File: config.mk
export PLATFORM = sky130hd
export DESIGN_NAME = rob_flat
export DESIGN_NICKNAME = d
export VERILOG_FILES = /design/src/rtl/rob_if.sv /design/src/rtl/rob.sv /design/src/flat_wrapper.sv
export SDC_FILE = /design/constraint.sdc
export NUM_CORES = 1
export LEC_CHECK = 0
export CAP_MARGIN = 25
export CELL_PAD_IN_SITES_DETAIL_PLACEMENT = 2
export CELL_PAD_IN_SITES_GLOBAL_PLACEMENT = 2
export CORE_AREA = 2 2 108 100
export DETAILED_ROUTE_END_ITERATION = 6
export DIE_AREA = 0 0 110 102
export GPL_TIMING_DRIVEN = 0
export PLACE_DENSITY = 0.82
export RECOVER_POWER = 50
export SLEW_MARGIN = 5
export SYNTH_ARGS = -nofsm -noshare
export SYNTH_HDL_FRONTEND = slang
export SYNTH_SLANG_ARGS = --single-unit
File: constraint.sdc
create_clock -name i_clk -period 7.89 [get_ports i_clk]
set_clock_uncertainty 0.15 [all_clocks]
set_input_delay 1.578 -clock i_clk [delete_from_list [all_inputs] [get_ports i_clk]]
set_output_delay 1.578 -clock i_clk [all_outputs]
set_load 0.03 [all_outputs]
File: src/rtl/rob_if.sv
// rob_if: dispatch / rename, writeback and commit signals of the reorder buffer.
//
// Signal names keep the i_/o_ prefixes as seen from the ROB itself:
//   dispatch  : i_disp_valid, i_disp_dst, o_disp_ready
//   rename    : o_rat_valid, o_rat_addr (allocated tag), o_rat_dst_addr
//   writeback : i_wb_valid, i_wb_tag, i_wb_data
//   commit    : o_cmt_valid, o_cmt_tag, o_cmt_dst, o_cmt_data
//   status    : o_full, o_empty, o_count
// Modports: slave is the ROB, master is the surrounding pipeline / bench.
`timescale 1ns/1ps
interface rob_if #(
    parameter int AW = 2,
    parameter int RW = 2,
    parameter int DW = 16
);
    logic          i_disp_valid;
    logic [RW-1:0] i_disp_dst;
    logic          o_disp_ready;
    logic          o_rat_valid;
    logic [AW-1:0] o_rat_addr;
    logic [RW-1:0] o_rat_dst_addr;
    logic          i_wb_valid;
    logic [AW-1:0] i_wb_tag;
    logic [DW-1:0] i_wb_data;
    logic          o_cmt_valid;
    logic [AW-1:0] o_cmt_tag;
    logic [RW-1:0] o_cmt_dst;
    logic [DW-1:0] o_cmt_data;
    logic          o_full;
    logic          o_empty;
    logic [AW:0]   o_count;

    modport slave (
        input  i_disp_valid, i_disp_dst, i_wb_valid, i_wb_tag, i_wb_data,
        output o_disp_ready, o_rat_valid, o_rat_addr, o_rat_dst_addr,
        output o_cmt_valid, o_cmt_tag, o_cmt_dst, o_cmt_data,
        output o_full, o_empty, o_count
    );

    modport master (
        output i_disp_valid, i_disp_dst, i_wb_valid, i_wb_tag, i_wb_data,
        input  o_disp_ready, o_rat_valid, o_rat_addr, o_rat_dst_addr,
        input  o_cmt_valid, o_cmt_tag, o_cmt_dst, o_cmt_data,
        input  o_full, o_empty, o_count
    );
endinterface

File: src/rtl/rob.sv
// rob: small in-order-retire reorder buffer placed in front of the RAT.
//
// Each dispatched instruction gets the tail tag; the rename write (tag,
// destination) goes to the RAT combinationally in the same cycle. Results
// arrive out of order on the writeback bus and entries retire strictly in
// program order, one per cycle, through registered o_cmt_* outputs.
//
// Ports:
//   i_clk   clock, rising edge
//   i_rstn  asynchronous active-low reset
//   i_flush (only with ROB_FLUSH_EN) discard all entries, highest priority
//   bus     rob_if.slave, dispatch / rename / writeback / commit / status
//
// Optional feature macro: ROB_FLUSH_EN (adds i_flush and the flush path).
`timescale 1ns/1ps
module rob #(
    parameter int DEPTH = 4,
    parameter int AW    = 2,
    parameter int RW    = 2,
    parameter int DW    = 16
) (
    input  logic   i_clk,
    input  logic   i_rstn,
`ifdef ROB_FLUSH_EN
    input  logic   i_flush,
`endif
    rob_if.slave   bus
);
    localparam logic [AW:0] FULL_CNT = (AW+1)'(DEPTH);

    // Entry state: control bits are reset, payload lives in plain arrays.
    logic [DEPTH-1:0] valid_reg, valid_next;
    logic [DEPTH-1:0] done_reg,  done_next;
    logic [RW-1:0]    dst_reg  [DEPTH];
    logic [DW-1:0]    data_reg [DEPTH];

    logic [AW-1:0]    head_reg, tail_reg;
    logic [AW:0]      count_reg, count_next;

    logic             cmt_valid_reg;
    logic [AW-1:0]    cmt_tag_reg;
    logic [RW-1:0]    cmt_dst_reg;
    logic [DW-1:0]    cmt_data_reg;

    logic             flush;
    logic             full;
    logic             accept;
    logic             wb_accept;
    logic             commit;
    logic [DEPTH-1:0] alloc_hit, wb_hit, cmt_hit;

`ifdef ROB_FLUSH_EN
    assign flush = i_flush;
`else
    assign flush = 1'b0;
`endif

    // Ready depends only on the current count: a commit on the same edge
    // does not open a slot for a dispatch in this cycle.
    assign full   = (count_reg == FULL_CNT);
    assign accept = bus.i_disp_valid && !full && !flush;

    // The tail entry is never valid while not full, so a writeback aimed at
    // the tag being allocated this cycle is dropped by the valid check.
    assign wb_accept = bus.i_wb_valid && valid_reg[bus.i_wb_tag]
                       && !done_reg[bus.i_wb_tag] && !flush;

    // Commit looks only at registered done bits, so a writeback needs one
    // full edge before the entry can retire.
    assign commit = valid_reg[head_reg] && done_reg[head_reg] && !flush;

    // Allocation (tail, invalid entry), completion (valid, not done) and
    // retirement (head, done) can never target the same entry on one edge.
    for (genvar gi = 0; gi < DEPTH; gi++) begin : g_entry
        assign alloc_hit[gi] = accept    && (tail_reg        == AW'(gi));
        assign wb_hit[gi]    = wb_accept && (bus.i_wb_tag    == AW'(gi));
        assign cmt_hit[gi]   = commit    && (head_reg        == AW'(gi));

        assign valid_next[gi] = flush         ? 1'b0 :
                                cmt_hit[gi]   ? 1'b0 :
                                alloc_hit[gi] ? 1'b1 :
                                                valid_reg[gi];

        assign done_next[gi]  = flush         ? 1'b0 :
                                cmt_hit[gi]   ? 1'b0 :
                                alloc_hit[gi] ? 1'b0 :
                                wb_hit[gi]    ? 1'b1 :
                                                done_reg[gi];
    end

    always_comb begin
        count_next = count_reg;
        if (flush) begin
            count_next = '0;
        end else begin
            count_next = count_reg + {{AW{1'b0}}, accept} - {{AW{1'b0}}, commit};
        end
    end

    always_ff @(posedge i_clk or negedge i_rstn) begin
        if (!i_rstn) begin
            valid_reg     <= '0;
            done_reg      <= '0;
            head_reg      <= '0;
            tail_reg      <= '0;
            count_reg     <= '0;
            cmt_valid_reg <= 1'b0;
            cmt_tag_reg   <= '0;
            cmt_dst_reg   <= '0;
            cmt_data_reg  <= '0;
        end else begin
            valid_reg     <= valid_next;
            done_reg      <= done_next;
            count_reg     <= count_next;
            cmt_valid_reg <= commit;
            if (flush) begin
                head_reg <= '0;
                tail_reg <= '0;
            end else begin
                if (accept) begin
                    tail_reg <= tail_reg + AW'(1);
                end
                if (commit) begin
                    head_reg     <= head_reg + AW'(1);
                    cmt_tag_reg  <= head_reg;
                    cmt_dst_reg  <= dst_reg[head_reg];
                    cmt_data_reg <= data_reg[head_reg];
                end
            end
        end
    end

    // Payload storage: no reset needed, the valid/done bits gate every use.
    always_ff @(posedge i_clk) begin
        if (accept) begin
            dst_reg[tail_reg] <= bus.i_disp_dst;
        end
        if (wb_accept) begin
            data_reg[bus.i_wb_tag] <= bus.i_wb_data;
        end
    end

    assign bus.o_disp_ready   = !full;
    assign bus.o_rat_valid    = accept;
    assign bus.o_rat_addr     = tail_reg;
    assign bus.o_rat_dst_addr = bus.i_disp_dst;
    assign bus.o_cmt_valid    = cmt_valid_reg;
    assign bus.o_cmt_tag      = cmt_tag_reg;
    assign bus.o_cmt_dst      = cmt_dst_reg;
    assign bus.o_cmt_data     = cmt_data_reg;
    assign bus.o_full         = full;
    assign bus.o_empty        = (count_reg == '0);
    assign bus.o_count        = count_reg;
endmodule

File: src/flat_wrapper.sv
// flat-port wrapper written by rule: the top's interface ports become plain ports
module rob_flat 
#(
    parameter int DEPTH = 4,
    parameter int AW    = 2,
    parameter int RW    = 2,
    parameter int DW    = 16
)
  (i_clk, i_rstn, bus_i_disp_valid, bus_i_disp_dst, bus_i_wb_valid, bus_i_wb_tag, bus_i_wb_data, bus_o_disp_ready, bus_o_rat_valid, bus_o_rat_addr, bus_o_rat_dst_addr, bus_o_cmt_valid, bus_o_cmt_tag, bus_o_cmt_dst, bus_o_cmt_data, bus_o_full, bus_o_empty, bus_o_count);
  rob_if #(.AW(AW), .RW(RW), .DW(DW)) bus_i ();
  input  logic i_clk;
  input  logic i_rstn;
  input wire logic [$bits(bus_i.i_disp_valid)-1:0] bus_i_disp_valid;
  input wire logic [$bits(bus_i.i_disp_dst)-1:0] bus_i_disp_dst;
  input wire logic [$bits(bus_i.i_wb_valid)-1:0] bus_i_wb_valid;
  input wire logic [$bits(bus_i.i_wb_tag)-1:0] bus_i_wb_tag;
  input wire logic [$bits(bus_i.i_wb_data)-1:0] bus_i_wb_data;
  output wire logic [$bits(bus_i.o_disp_ready)-1:0] bus_o_disp_ready;
  output wire logic [$bits(bus_i.o_rat_valid)-1:0] bus_o_rat_valid;
  output wire logic [$bits(bus_i.o_rat_addr)-1:0] bus_o_rat_addr;
  output wire logic [$bits(bus_i.o_rat_dst_addr)-1:0] bus_o_rat_dst_addr;
  output wire logic [$bits(bus_i.o_cmt_valid)-1:0] bus_o_cmt_valid;
  output wire logic [$bits(bus_i.o_cmt_tag)-1:0] bus_o_cmt_tag;
  output wire logic [$bits(bus_i.o_cmt_dst)-1:0] bus_o_cmt_dst;
  output wire logic [$bits(bus_i.o_cmt_data)-1:0] bus_o_cmt_data;
  output wire logic [$bits(bus_i.o_full)-1:0] bus_o_full;
  output wire logic [$bits(bus_i.o_empty)-1:0] bus_o_empty;
  output wire logic [$bits(bus_i.o_count)-1:0] bus_o_count;
  assign bus_i.i_disp_valid = bus_i_disp_valid;
  assign bus_i.i_disp_dst = bus_i_disp_dst;
  assign bus_i.i_wb_valid = bus_i_wb_valid;
  assign bus_i.i_wb_tag = bus_i_wb_tag;
  assign bus_i.i_wb_data = bus_i_wb_data;
  assign bus_o_disp_ready = bus_i.o_disp_ready;
  assign bus_o_rat_valid = bus_i.o_rat_valid;
  assign bus_o_rat_addr = bus_i.o_rat_addr;
  assign bus_o_rat_dst_addr = bus_i.o_rat_dst_addr;
  assign bus_o_cmt_valid = bus_i.o_cmt_valid;
  assign bus_o_cmt_tag = bus_i.o_cmt_tag;
  assign bus_o_cmt_dst = bus_i.o_cmt_dst;
  assign bus_o_cmt_data = bus_i.o_cmt_data;
  assign bus_o_full = bus_i.o_full;
  assign bus_o_empty = bus_i.o_empty;
  assign bus_o_count = bus_i.o_count;
  rob #(.DEPTH(DEPTH), .AW(AW), .RW(RW), .DW(DW)) u_core (.i_clk(i_clk), .i_rstn(i_rstn), .bus(bus_i));
endmodule
==> results.json <==
{
  "syn_nets": 265,
  "yosys.cell_count.top_type": "sky130_fd_sc_hd__edfxtp_1",
  "final_net_count": 338,
  "final_layout_size_suffix_gt1_share_pct": 21.04,
  "layout-area-overhead-vs-synth_pct": 21.18,
  "dp_hpwl_mm": 6.854,
  "n_antenna_cell": 0,
  "power.density_nw_per_um2": 377.0,
  "timing.fmax_mhz": 206.5,
  "first_iter_violations": 116,
  "worst_slew_margin_rel_pct": -9.382,
  "groute.usage.overall_pct": 19.04,
  "gpl.final_weighted_congestion": 0.7558,
  "worstMarginPinSlew_ps": 1641,
  "floorplan.die_area_um2": 11220,
  "cts_setup_buffers": 0,
  "grt_antenna_before_repair": 0,
  "clock-sinks": 108,
  "hold_start": "u_core.bus.o_cmt_data[3]",
  "cts-root-to-sink-buffers": 2,
  "asyncSetResetFlopFracSynth_pct": 33.33,
  "ys_seq_elements": 108,
  "ys_dominant_reg_cell": "sky130_fd_sc_hd__edfxtp_1",
  "netlist_area_um2": 4353,
  "hold_class": "register to register",
  "worstReg2RegStart": "u_core.head_reg[0]",
  "critPathKind": "input pin to primary output",
  "ys_top_cells_by_area": "sky130_fd_sc_hd__edfxtp_1 50%, sky130_fd_sc_hd__dfrtp_1 21%, sky130_fd_sc_hd__mux4_2 9.8%",
  "synth.top_cell.area_share_pct": 49.67,
  "detailedRoute.firstPassIterationCount": 4,
  "destination_of_the_worst_hold_path": "u_core.bus.o_cmt_data[3]",
  "per_instance_average_area_after_synthesis_um2": 18.84,
  "layout_min_cycle_time_ps": 4843,
  "core_um2": 10030,
  "yosysWarnings": 0,
  "fp.dieW_um": 110,
  "hold_viol_final": 0,
  "post_drt_via_cell_ratio": 5.363,
  "final_util_pct": 52.60,
  "number_of_enable_type_register_cells_in_the_synthesized_netlist": 72,
  "clock_tree.root_cell": "sky130_fd_sc_hd__clkbuf_8",
  "final.period_utilization_pct": 61.38,
  "dieHeight_um": 102,
  "global_route.overflow_total": 0,
  "routed_wirelength_mm": 9.678,
  "io_buffer_count": 55,
  "reg2reg_setup_slack_ps": 4510,
  "worstSetupEndpointType": "primary output",
  "largest_reg_flops": 64,
  "grt_first_pass_wirelength_mm": 15.30,
  "htreeDepth": 3,
  "finish_stage_setup_viols": 0,
  "leakage_nw": 1.916,
  "synth_commonest_cells": "72 x sky130_fd_sc_hd__edfxtp_1, 36 x sky130_fd_sc_hd__dfrtp_1, 19 x sky130_fd_sc_hd__mux4_2, 11 x sky130_fd_sc_hd__inv_1, 10 x sky130_fd_sc_hd__mux2_4",
  "synth_seq_area_share_pct": 70.37,
  "worst-r2r-cell-count": 6,
  "clk_pin_slew_ps": 100,
  "start_util_pct": 43.41,
  "peakVddDrop_v": 0.0001301,
  "worst_setup_path_start_kind": "input pin",
  "cts-buffers-inserted": 9,
  "post_synth_num_cell_types": 39,
  "rsz0062_at_grt": "false",
  "drt-wirelength-per-cell_um": 22.10,
  "drc_errors": 0,
  "status": "finished, violations left",
  "syn_inst": 231,
  "critical_path.max_fanout": 5,
  "postCtsResizedCells": 0,
  "drt.antenna.violating_nets": 0,
  "netlist.top_cell.by_area": "sky130_fd_sc_hd__edfxtp_1",
  "worst_skew_pair.late_latency_ps": 370,
  "worst_hold_path.num_cells": 1,
  "design.portCount": 56,
  "r2r_end": "u_core.bus.o_cmt_data[2]",
  "routed-via-count": 2349,
  "cts_tree": "built",
  "cp_data_arrival_time_ps": 3110,
  "num_rows": 35,
  "timing.setup.tns_ps": 0,
  "cts-hold-fix-buffers": 0,
  "maxSlewViolCount": 29,
  "grt_max_degree": 29,
  "failed_checks": "max-capacitance violations, max-slew violations",
  "cap_violations": 1,
  "critPathRequiredTime_ps": 6160,
  "grt_pass1_vias": 2685
}
==> worst max-delay path: stages <==
cell and delay (ps):
sky130_fd_sc_hd__clkdlybuf4s50_1 550, sky130_fd_sc_hd__and2_1 150, sky130_fd_sc_hd__buf_2 160, sky130_fd_sc_hd__clkdlybuf4s50_1 680
==> power by group <==
group	total, mW	internal, mW	switching, mW
clock network	0.300	0.116	0.184
logic	0.856	0.405	0.451
registers	0.832	0.736	0.0965
total	1.99	1.26	0.732
==> area by class of cell <==
type                            instances  area, um2
Buffer                                 11      58.81
Clock buffer                           11      131.4
Clock inverter                          5      38.79
Fill cell                             879       4753
Inverter                               13      51.30
Multi-Input combinational cell         99       1155
Sequential cell                       108       3063
Tap cell                              129      161.4
Timing Repair Buffer                   62      615.6
==> placed cells by master (no fill, tap or decap), types with 4 or more instances in the layout <==
| master | n |
|---|---|
| sky130_fd_sc_hd__mux4_2 | 19 |
| sky130_fd_sc_hd__xnor2_1 | 4 |
| sky130_fd_sc_hd__nand2_1 | 5 |
| sky130_fd_sc_hd__clkdlybuf4s50_1 | 36 |
| sky130_fd_sc_hd__and3_1 | 4 |
| sky130_fd_sc_hd__mux2_2 | 8 |
| sky130_fd_sc_hd__nand3_1 | 4 |
| sky130_fd_sc_hd__edfxtp_1 | 72 |
| sky130_fd_sc_hd__a2bb2oi_1 | 4 |
| sky130_fd_sc_hd__clkbuf_8 | 9 |
| sky130_fd_sc_hd__mux2_1 | 4 |
| sky130_fd_sc_hd__ha_1 | 9 |
| sky130_fd_sc_hd__inv_1 | 11 |
| sky130_fd_sc_hd__mux2_4 | 7 |
| sky130_fd_sc_hd__buf_4 | 4 |
| sky130_fd_sc_hd__dlygate4sd3_1 | 18 |
| sky130_fd_sc_hd__clkbuf_1 | 10 |
| sky130_fd_sc_hd__dfrtp_1 | 36 |
==> worst max-delay path by stage <==
stage / from / endpoint / slack, ps
after floorplan: bus_i_wb_tag[1] / u_core.data_reg[0][0] / 3790
after global placement: bus_i_wb_tag[1] / u_core.data_reg[0][14] / 1700
after detailed placement: bus_i_disp_valid / bus_o_rat_valid / 3070
after CTS: bus_i_disp_valid / bus_o_rat_valid / 3030
after global routing: bus_i_disp_valid / bus_o_rat_valid / 2980
final: bus_i_disp_valid / bus_o_rat_valid / 3050
==> cells by family after synthesis <==
group | synth area share (%)
AO/OA/AOI/OAI | 2.961
XOR/XNOR | 0.8047
adder cells (fa/ha/maj) | 3.047
buffers and inverters | 3.219
flip-flops | 70.36
multiplexers | 16.07
AND/OR/NAND/NOR | 3.536
==> metal layers <==
layer | up-vias | GRT usage [%] | part of all wire, %
li1 | 1035 | - | -
met1 | 1252 | 24.80 | 43
met2 | 47 | 31.95 | 53
met3 | 15 | 3.253 | 2.7
met4 | 0 | 7.692 | 1.8
met5 | - | 0 | 0
==> through the flow <==
stage	total power, mW	instance area (um2)	instances	worst slack [ps]	hold slack [ps]
3_3_place_gp	1.680	5065	415	1696	336.8
2_1_floorplan	1.413	4353	231	3794	404.1
4_1_cts	2.059	5334	438	3035	373.4
5_1_grt	2.101	5275	438	2980	390.9
3_5_place_dp	1.744	5164	422	3071	345.6
6_report	1.989	5275	438	3047	356.1
Power figures use the tool's default switching activity.
